`config.mk`:
```
export PLATFORM = sky130hd
export DESIGN_NAME = cpu_controller_flat
export DESIGN_NICKNAME = d
export VERILOG_FILES = /design/src/rtl/cpu_controller_if.sv /design/src/rtl/cpu_controller.sv /design/src/flat_wrapper.sv
export SDC_FILE = /design/constraint.sdc
export NUM_CORES = 1
export LEC_CHECK = 0
export BUFFER_PORTS_ARGS = -buffer_cell sky130_fd_sc_hd__buf_4
export CAP_MARGIN = 20
export CORE_MARGIN = 1.5
export CORE_UTILIZATION = 49
export CTS_BUF_LIST = sky130_fd_sc_hd__clkbuf_8
export DETAILED_ROUTE_END_ITERATION = 8
export PLACE_DENSITY_LB_ADDON = 0.15
export SYNTH_ARGS = -nofsm -noshare
export SYNTH_HDL_FRONTEND = slang
export SYNTH_SLANG_ARGS = --single-unit
```
`constraint.sdc`:
```
create_clock -name clk -period 3.6 [get_ports clk]
set_clock_uncertainty 0.1 [all_clocks]
set_input_delay 0.72 -clock clk [delete_from_list [all_inputs] [get_ports clk]]
set_output_delay 0.72 -clock clk [all_outputs]
set_load 0.05 [all_outputs]
```
`src/rtl/cpu_controller_if.sv`:
```
// cpu_controller_if: memory, register-file and ALU connections of cpu_controller
// master = controller side, slave = memory/register-file/ALU side.
// mem_*: address, write data/strobe out, 1-cycle-latency read data in.
// rf_*: two combinational read ports (a = Rdest, b = Rsrc) and one write port.
// alu_*: operands/opcode out, result and {C,L,F,Z,N} flags in.
// pc_out/psr_out: debug view of PC and PSR.
interface cpu_controller_if #(parameter int ADDR_W = 16);
    logic [ADDR_W-1:0] mem_addr;
    logic [15:0] mem_rdata;
    logic [15:0] mem_wdata;
    logic mem_we;
    logic [3:0] rf_raddr_a;
    logic [3:0] rf_raddr_b;
    logic [15:0] rf_rdata_a;
    logic [15:0] rf_rdata_b;
    logic rf_we;
    logic [3:0] rf_waddr;
    logic [15:0] rf_wdata;
    logic [15:0] alu_a;
    logic [15:0] alu_b;
    logic [7:0] alu_op;
    logic [15:0] alu_c;
    logic [4:0] alu_flags;
    logic [ADDR_W-1:0] pc_out;
    logic [4:0] psr_out;
    modport master (
        output mem_addr, mem_wdata, mem_we, rf_raddr_a, rf_raddr_b, rf_we, rf_waddr, rf_wdata,
               alu_a, alu_b, alu_op, pc_out, psr_out,
        input  mem_rdata, rf_rdata_a, rf_rdata_b, alu_c, alu_flags
    );
    modport slave (
        input  mem_addr, mem_wdata, mem_we, rf_raddr_a, rf_raddr_b, rf_we, rf_waddr, rf_wdata,
               alu_a, alu_b, alu_op, pc_out, psr_out,
        output mem_rdata, rf_rdata_a, rf_rdata_b, alu_c, alu_flags
    );
endinterface

```
`src/rtl/cpu_controller.sv`:
```
// cpu_controller: multi-cycle fetch/decode/execute sequencer driving an external ALU, register file and memory
// clk: rising-edge clock; rst_n: asynchronous active-low reset.
// bus (cpu_controller_if.master): memory, register-file and ALU ports plus pc_out/psr_out debug.
module cpu_controller #(
    parameter int ADDR_W = 16,
    parameter logic [ADDR_W-1:0] RESET_PC = '0
) (
    input logic clk,
    input logic rst_n,
    cpu_controller_if.master bus
);
    typedef enum logic [1:0] {S_FETCH, S_DECODE, S_EXEC, S_LOAD} state_t;
    state_t state, state_n;
    logic [ADDR_W-1:0] pc, pc_n, pc_inc, disp, jump_target;
    logic [15:0] ir;
    logic [4:0] psr;
    logic [3:0] hi, lo;
    logic [15:0] cond_vec;
    logic rtype, lsh, lshi, imm, alu_cls, is_cmp, flag_op;
    logic load, stor, bcond, jcond, jal, taken, exec;
    logic c, l, f, z, n;
    assign hi = ir[15:12];
    assign lo = ir[7:4];
    assign {c, l, f, z, n} = psr;
    always_comb begin
        rtype = hi == 4'h0;
        lsh = hi == 4'h8 && lo == 4'h4;
        lshi = hi == 4'h8 && lo[3:1] == 3'b000;
        imm = hi inside {4'h1, 4'h2, 4'h3, 4'h5, 4'h9, 4'hB, 4'hD, 4'hF};
        alu_cls = rtype || lsh || lshi || imm;
        is_cmp = rtype ? lo == 4'hB : hi == 4'hB;
        // ADD/SUB/CMP/AND share the same code in the R-type minor field and the immediate major field
        flag_op = (rtype ? lo : hi) inside {4'h1, 4'h5, 4'h9, 4'hB};
        load = hi == 4'h4 && lo == 4'h0;
        stor = hi == 4'h4 && lo == 4'h4;
        jal = hi == 4'h4 && lo == 4'h8;
        jcond = hi == 4'h4 && lo == 4'hC;
        bcond = hi == 4'hC;
        exec = state == S_EXEC;
        // Indexed by the condition code; conditions look at the stored PSR only
        cond_vec = {1'b0, 1'b1, n | z, !n & !z, l | z, !l & !z, !f, f, !n, n, !l, l, !c, c, !z, z};
        taken = cond_vec[ir[11:8]];
        pc_inc = pc + 1'b1;
        disp = {{(ADDR_W-8){ir[7]}}, ir[7:0]};
        jump_target = bus.rf_rdata_b[ADDR_W-1:0];
        bus.rf_raddr_a = ir[11:8];
        bus.rf_raddr_b = ir[3:0];
        bus.rf_waddr = ir[11:8];
        bus.alu_a = bus.rf_rdata_a;
        bus.alu_b = (rtype || lsh) ? bus.rf_rdata_b : lshi ? {12'h000, ir[3:0]} : {8'h00, ir[7:0]};
        bus.alu_op = {hi, lo};
        bus.mem_addr = (exec && (load || stor)) ? jump_target : pc;
        bus.mem_wdata = bus.rf_rdata_a;
        bus.mem_we = exec && stor;
        bus.rf_we = (exec && ((alu_cls && !is_cmp) || jal)) || state == S_LOAD;
        bus.rf_wdata = state == S_LOAD ? bus.mem_rdata : jal ? 16'(pc_inc) : bus.alu_c;
        bus.pc_out = pc;
        bus.psr_out = psr;
        state_n = state == S_FETCH ? S_DECODE : state == S_DECODE ? S_EXEC : (exec && load) ? S_LOAD : S_FETCH;
        pc_n = state == S_LOAD ? pc_inc :
               (!exec || load) ? pc :
               (bcond && taken) ? pc + disp :
               ((jcond && taken) || jal) ? jump_target : pc_inc;
    end
    always_ff @(posedge clk or negedge rst_n) begin
        if (!rst_n) begin
            state <= S_FETCH;
            pc <= RESET_PC;
            ir <= '0;
            psr <= '0;
        end else begin
            state <= state_n;
            pc <= pc_n;
            if (state == S_DECODE) ir <= bus.mem_rdata;
            if (exec && alu_cls && flag_op) psr <= bus.alu_flags;
        end
    end
endmodule

```
`src/flat_wrapper.sv`:
```
// flat-port wrapper written by rule: the top's interface ports become plain ports
module cpu_controller_flat 
#(
    parameter int ADDR_W = 16,
    parameter logic [ADDR_W-1:0] RESET_PC = '0
)
  (clk, rst_n, bus_mem_addr, bus_mem_wdata, bus_mem_we, bus_rf_raddr_a, bus_rf_raddr_b, bus_rf_we, bus_rf_waddr, bus_rf_wdata, bus_alu_a, bus_alu_b, bus_alu_op, bus_pc_out, bus_psr_out, bus_mem_rdata, bus_rf_rdata_a, bus_rf_rdata_b, bus_alu_c, bus_alu_flags);
  cpu_controller_if #(.ADDR_W(ADDR_W)) bus_i ();
  input logic clk;
  input logic rst_n;
  output wire logic [$bits(bus_i.mem_addr)-1:0] bus_mem_addr;
  output wire logic [$bits(bus_i.mem_wdata)-1:0] bus_mem_wdata;
  output wire logic [$bits(bus_i.mem_we)-1:0] bus_mem_we;
  output wire logic [$bits(bus_i.rf_raddr_a)-1:0] bus_rf_raddr_a;
  output wire logic [$bits(bus_i.rf_raddr_b)-1:0] bus_rf_raddr_b;
  output wire logic [$bits(bus_i.rf_we)-1:0] bus_rf_we;
  output wire logic [$bits(bus_i.rf_waddr)-1:0] bus_rf_waddr;
  output wire logic [$bits(bus_i.rf_wdata)-1:0] bus_rf_wdata;
  output wire logic [$bits(bus_i.alu_a)-1:0] bus_alu_a;
  output wire logic [$bits(bus_i.alu_b)-1:0] bus_alu_b;
  output wire logic [$bits(bus_i.alu_op)-1:0] bus_alu_op;
  output wire logic [$bits(bus_i.pc_out)-1:0] bus_pc_out;
  output wire logic [$bits(bus_i.psr_out)-1:0] bus_psr_out;
  input wire logic [$bits(bus_i.mem_rdata)-1:0] bus_mem_rdata;
  input wire logic [$bits(bus_i.rf_rdata_a)-1:0] bus_rf_rdata_a;
  input wire logic [$bits(bus_i.rf_rdata_b)-1:0] bus_rf_rdata_b;
  input wire logic [$bits(bus_i.alu_c)-1:0] bus_alu_c;
  input wire logic [$bits(bus_i.alu_flags)-1:0] bus_alu_flags;
  assign bus_mem_addr = bus_i.mem_addr;
  assign bus_mem_wdata = bus_i.mem_wdata;
  assign bus_mem_we = bus_i.mem_we;
  assign bus_rf_raddr_a = bus_i.rf_raddr_a;
  assign bus_rf_raddr_b = bus_i.rf_raddr_b;
  assign bus_rf_we = bus_i.rf_we;
  assign bus_rf_waddr = bus_i.rf_waddr;
  assign bus_rf_wdata = bus_i.rf_wdata;
  assign bus_alu_a = bus_i.alu_a;
  assign bus_alu_b = bus_i.alu_b;
  assign bus_alu_op = bus_i.alu_op;
  assign bus_pc_out = bus_i.pc_out;
  assign bus_psr_out = bus_i.psr_out;
  assign bus_i.mem_rdata = bus_mem_rdata;
  assign bus_i.rf_rdata_a = bus_rf_rdata_a;
  assign bus_i.rf_rdata_b = bus_rf_rdata_b;
  assign bus_i.alu_c = bus_alu_c;
  assign bus_i.alu_flags = bus_alu_flags;
  cpu_controller #(.ADDR_W(ADDR_W), .RESET_PC(RESET_PC)) u_core (.clk(clk), .rst_n(rst_n), .bus(bus_i));
endmodule
```
==> out/qor.txt <==
status = finished, final reports clean
Synth area leader = dfrtp_1
Worst Setup SP = u_core.ir[14]
Root Driver = clkbuf_8
total CTS buffers = 5
Vias/cell = 6.16
Tmin final = 3.43 ns
RR Startpoint = u_core.bus.pc_out[0]
number of H-tree levels = 2
number of routed nets with antenna violations = 0
ant diodes = 0
Worst R2R Path Depth = 9
CTS sink cnt = 39
CTS max path bufs = 2
final worst path period share = 95.1%
Distinct cells, synth = 71
worst reg2reg setup slack = 0.58 ns
syn avg cell area = 8.37 sq um
Clock Latency Late Sink = 0.29 ns
register area share after synthesis = 23.6%
Die X = 95.0 microns
M3 GR Usage = 5.23%
Slew @ Worst Pin = 0.736 ns
initial antenna violation count = 0
CTS tree = done
most frequent cells in the layout = 163 x buf_4, 52 x nand2_1, 39 x dfrtp_1
Slew Limit Headroom = 50.9%
share of layout cells above drive strength 1 = 36.9%
highest clock rate = 0.292 GHz
DR vias = 4,370
met2 track demand over resource = 49.7%
fraction of registers with async set/reset = 100%
synthesized area = 0.00414 sq mm
Layout fillers = 718
max cap viols = 0
Rows = 33
Setup TNS = 0 ns
Worst-path clk slew = 0.08 ns
Pre-antenna DRT Iters = 5
flop and latch count out of synthesis = 39
Placeable Area = 0.00822 sq mm
GRT busiest layer = met2
CP Capture Type = output port
Total GRT Usage = 29.6%
WL/cell = 19.4 microns
crit path kind = flop to output port
endpoints failing setup = 0
Post-synth EDFFs = 0
port bufs = 145
Startpoint Class = flop
vias in the first global route = 4,014
most common cell after layout, fill and taps aside = buf_4
Final Hold Viols = 0
synthesis-to-layout area growth = 26.5%
synth warn = 0
RSZ-0062 raised after global routing = false
Hold WC Path Type = input port to async pin
pin count of the biggest net entering global routing = 40
Worst Path Max Fanout = 12
grt ovf = 0
die area = 0.00902 sq mm
Synth area leaders = dfrtp_1 24%, mux2_2 10%, buf_4 6.9%
Initial Util = 50.4%
Slew Limit Fails = 0
# nets final = 691
met1 GRT Util = 36.9%
worst reg2reg path endpoint = u_core.bus.pc_out[14]
post-synth top area share = 23.6%
top_reg_cell synth = dfrtp_1
io pins = 194
GP Congestion = 0.991
first-pass GRT wire length = 20.5 mm
DP HPWL = 10.3 mm
final wirelength = 13.8 mm
DRC Markers = 0
Iter 0 DRT Violations = 430
Syn Nets = 583
CP arrival = 2.61 ns
critical path required time = 2.78 ns
Worst setup endpoint = bus_rf_wdata[9]
Synth Instances = 495
die height = 95.0 microns
==> kinds of logic after synthesis <==
| kind of cell | count (synthesis) | share of synthesized area, % |
|---|---|---|
| adders and majority gates | 17 | 5.32 |
| buffers and inverters | 72 | 10.6 |
| muxes | 50 | 13.7 |
| and+or+nand+nor | 144 | 17.1 |
| xor gates and xnor gates | 26 | 5.50 |
| DFF | 39 | 23.6 |
| AOI/OAI and AO/OA | 147 | 24.3 |
==> critical path: stages (launching register included) <==
cell and delay [ns]:
dfrtp_1 0.48, nor3b_2 0.40, and3b_1 0.26, nand2_1 0.18, nor2_4 0.40, o21ai_0 0.15, a21oi_1 0.18, o31ai_2 0.07
buf_4 0.19
==> through the flow <==
| stage | utilization, % | hold slack, ns | std cells | worst slack (ns) | area (sq um) |
|---|---|---|---|---|---|
| after detailed placement | 62.0 | 0.424 | 700 | 0.453 | 5100 |
| after global routing | 63.8 | 0.316 | 709 | 0.0504 | 5240 |
| after global placement | 62.0 | 0.422 | 700 | 0.544 | 5100 |
| after CTS | 63.7 | 0.320 | 708 | 0.136 | 5230 |
| final | 63.8 | 0.299 | 709 | 0.175 | 5240 |
| after floorplan | - | 0.324 | 495 | 0.0456 | 4150 |
==> per-layer routing <==
layer,up-vias,wire length (microns)
met1,2050,5550
li1,2021,-
met5,-,0
met4,0,473
met3,40,1200
met2,259,6530
==> synth_stat cells, types with 3 or more instances <==
library cell  number
nor2b_1            3
xnor2_1           10
nand2b_1           3
a21o_1             6
dfrtp_1           39
o211ai_1           4
and3_1             6
nor3_1            11
a211oi_1           7
buf_4             38
and2_1            15
inv_1              9
a22oi_1            7
ha_1              16
o22ai_1            3
o21a_1             5
mux2i_1           10
buf_6              3
a221oi_1           3
nor2_1            20
clkbuf_1          18
o31ai_1            3
nand3_1           12
buf_2              3
mux2_2            38
xor2_1            16
a221o_1            4
o21ai_0           40
o221ai_1           6
nand2_1           52
a21oi_1           27
nand4_1            8
==> what timing repair did <==
| item | 4_1_cts | 5_1_grt |
|---|---|---|
| setup endpoints to repair | 0 | 4 |
| hold buffers | 0 | 0 |
| gates resized for setup | 0 | 1 |
| buffers inserted | 0 | 0 |
==> final cells by class <==
type | count | area (sq um) | area share (%)
Sequential cell | 39 | 976 | 18.6
Timing Repair Buffer | 163 | 1220 | 23.3
Inverter | 9 | 33.8 | 0.645
Clock buffer | 5 | 68.8 | 1.31
Tap cell | 105 | 131 | 2.51
Multi-Input combinational cell | 385 | 2740 | 52.4
Clock inverter | 3 | 63.8 | 1.22
==> registers in the layout, summed over array words and instances, names as in the netlist <==
signal	count
u_core.state	2
u_core.bus.psr_out	5
u_core.bus.pc_out	16
u_core.ir	16
==> worst min path at each step <==
stage,startpoint,to,slack (ns),cells past startpoint
6_report,rst_n,u_core.bus.psr_out[1],0.30,1
5_1_grt,rst_n,u_core.bus.psr_out[1],0.32,1
4_1_cts,rst_n,u_core.bus.psr_out[4],0.32,1
3_5_place_dp,u_core.bus.psr_out[2],u_core.bus.psr_out[2],0.42,1
3_3_place_gp,u_core.bus.psr_out[2],u_core.bus.psr_out[2],0.42,1
2_1_floorplan,rst_n,u_core.bus.pc_out[0],0.32,0
Power is left out: the tool's default activity adds up to more than one toggle a clock period on the data nets, which glitch-free logic cannot reach.
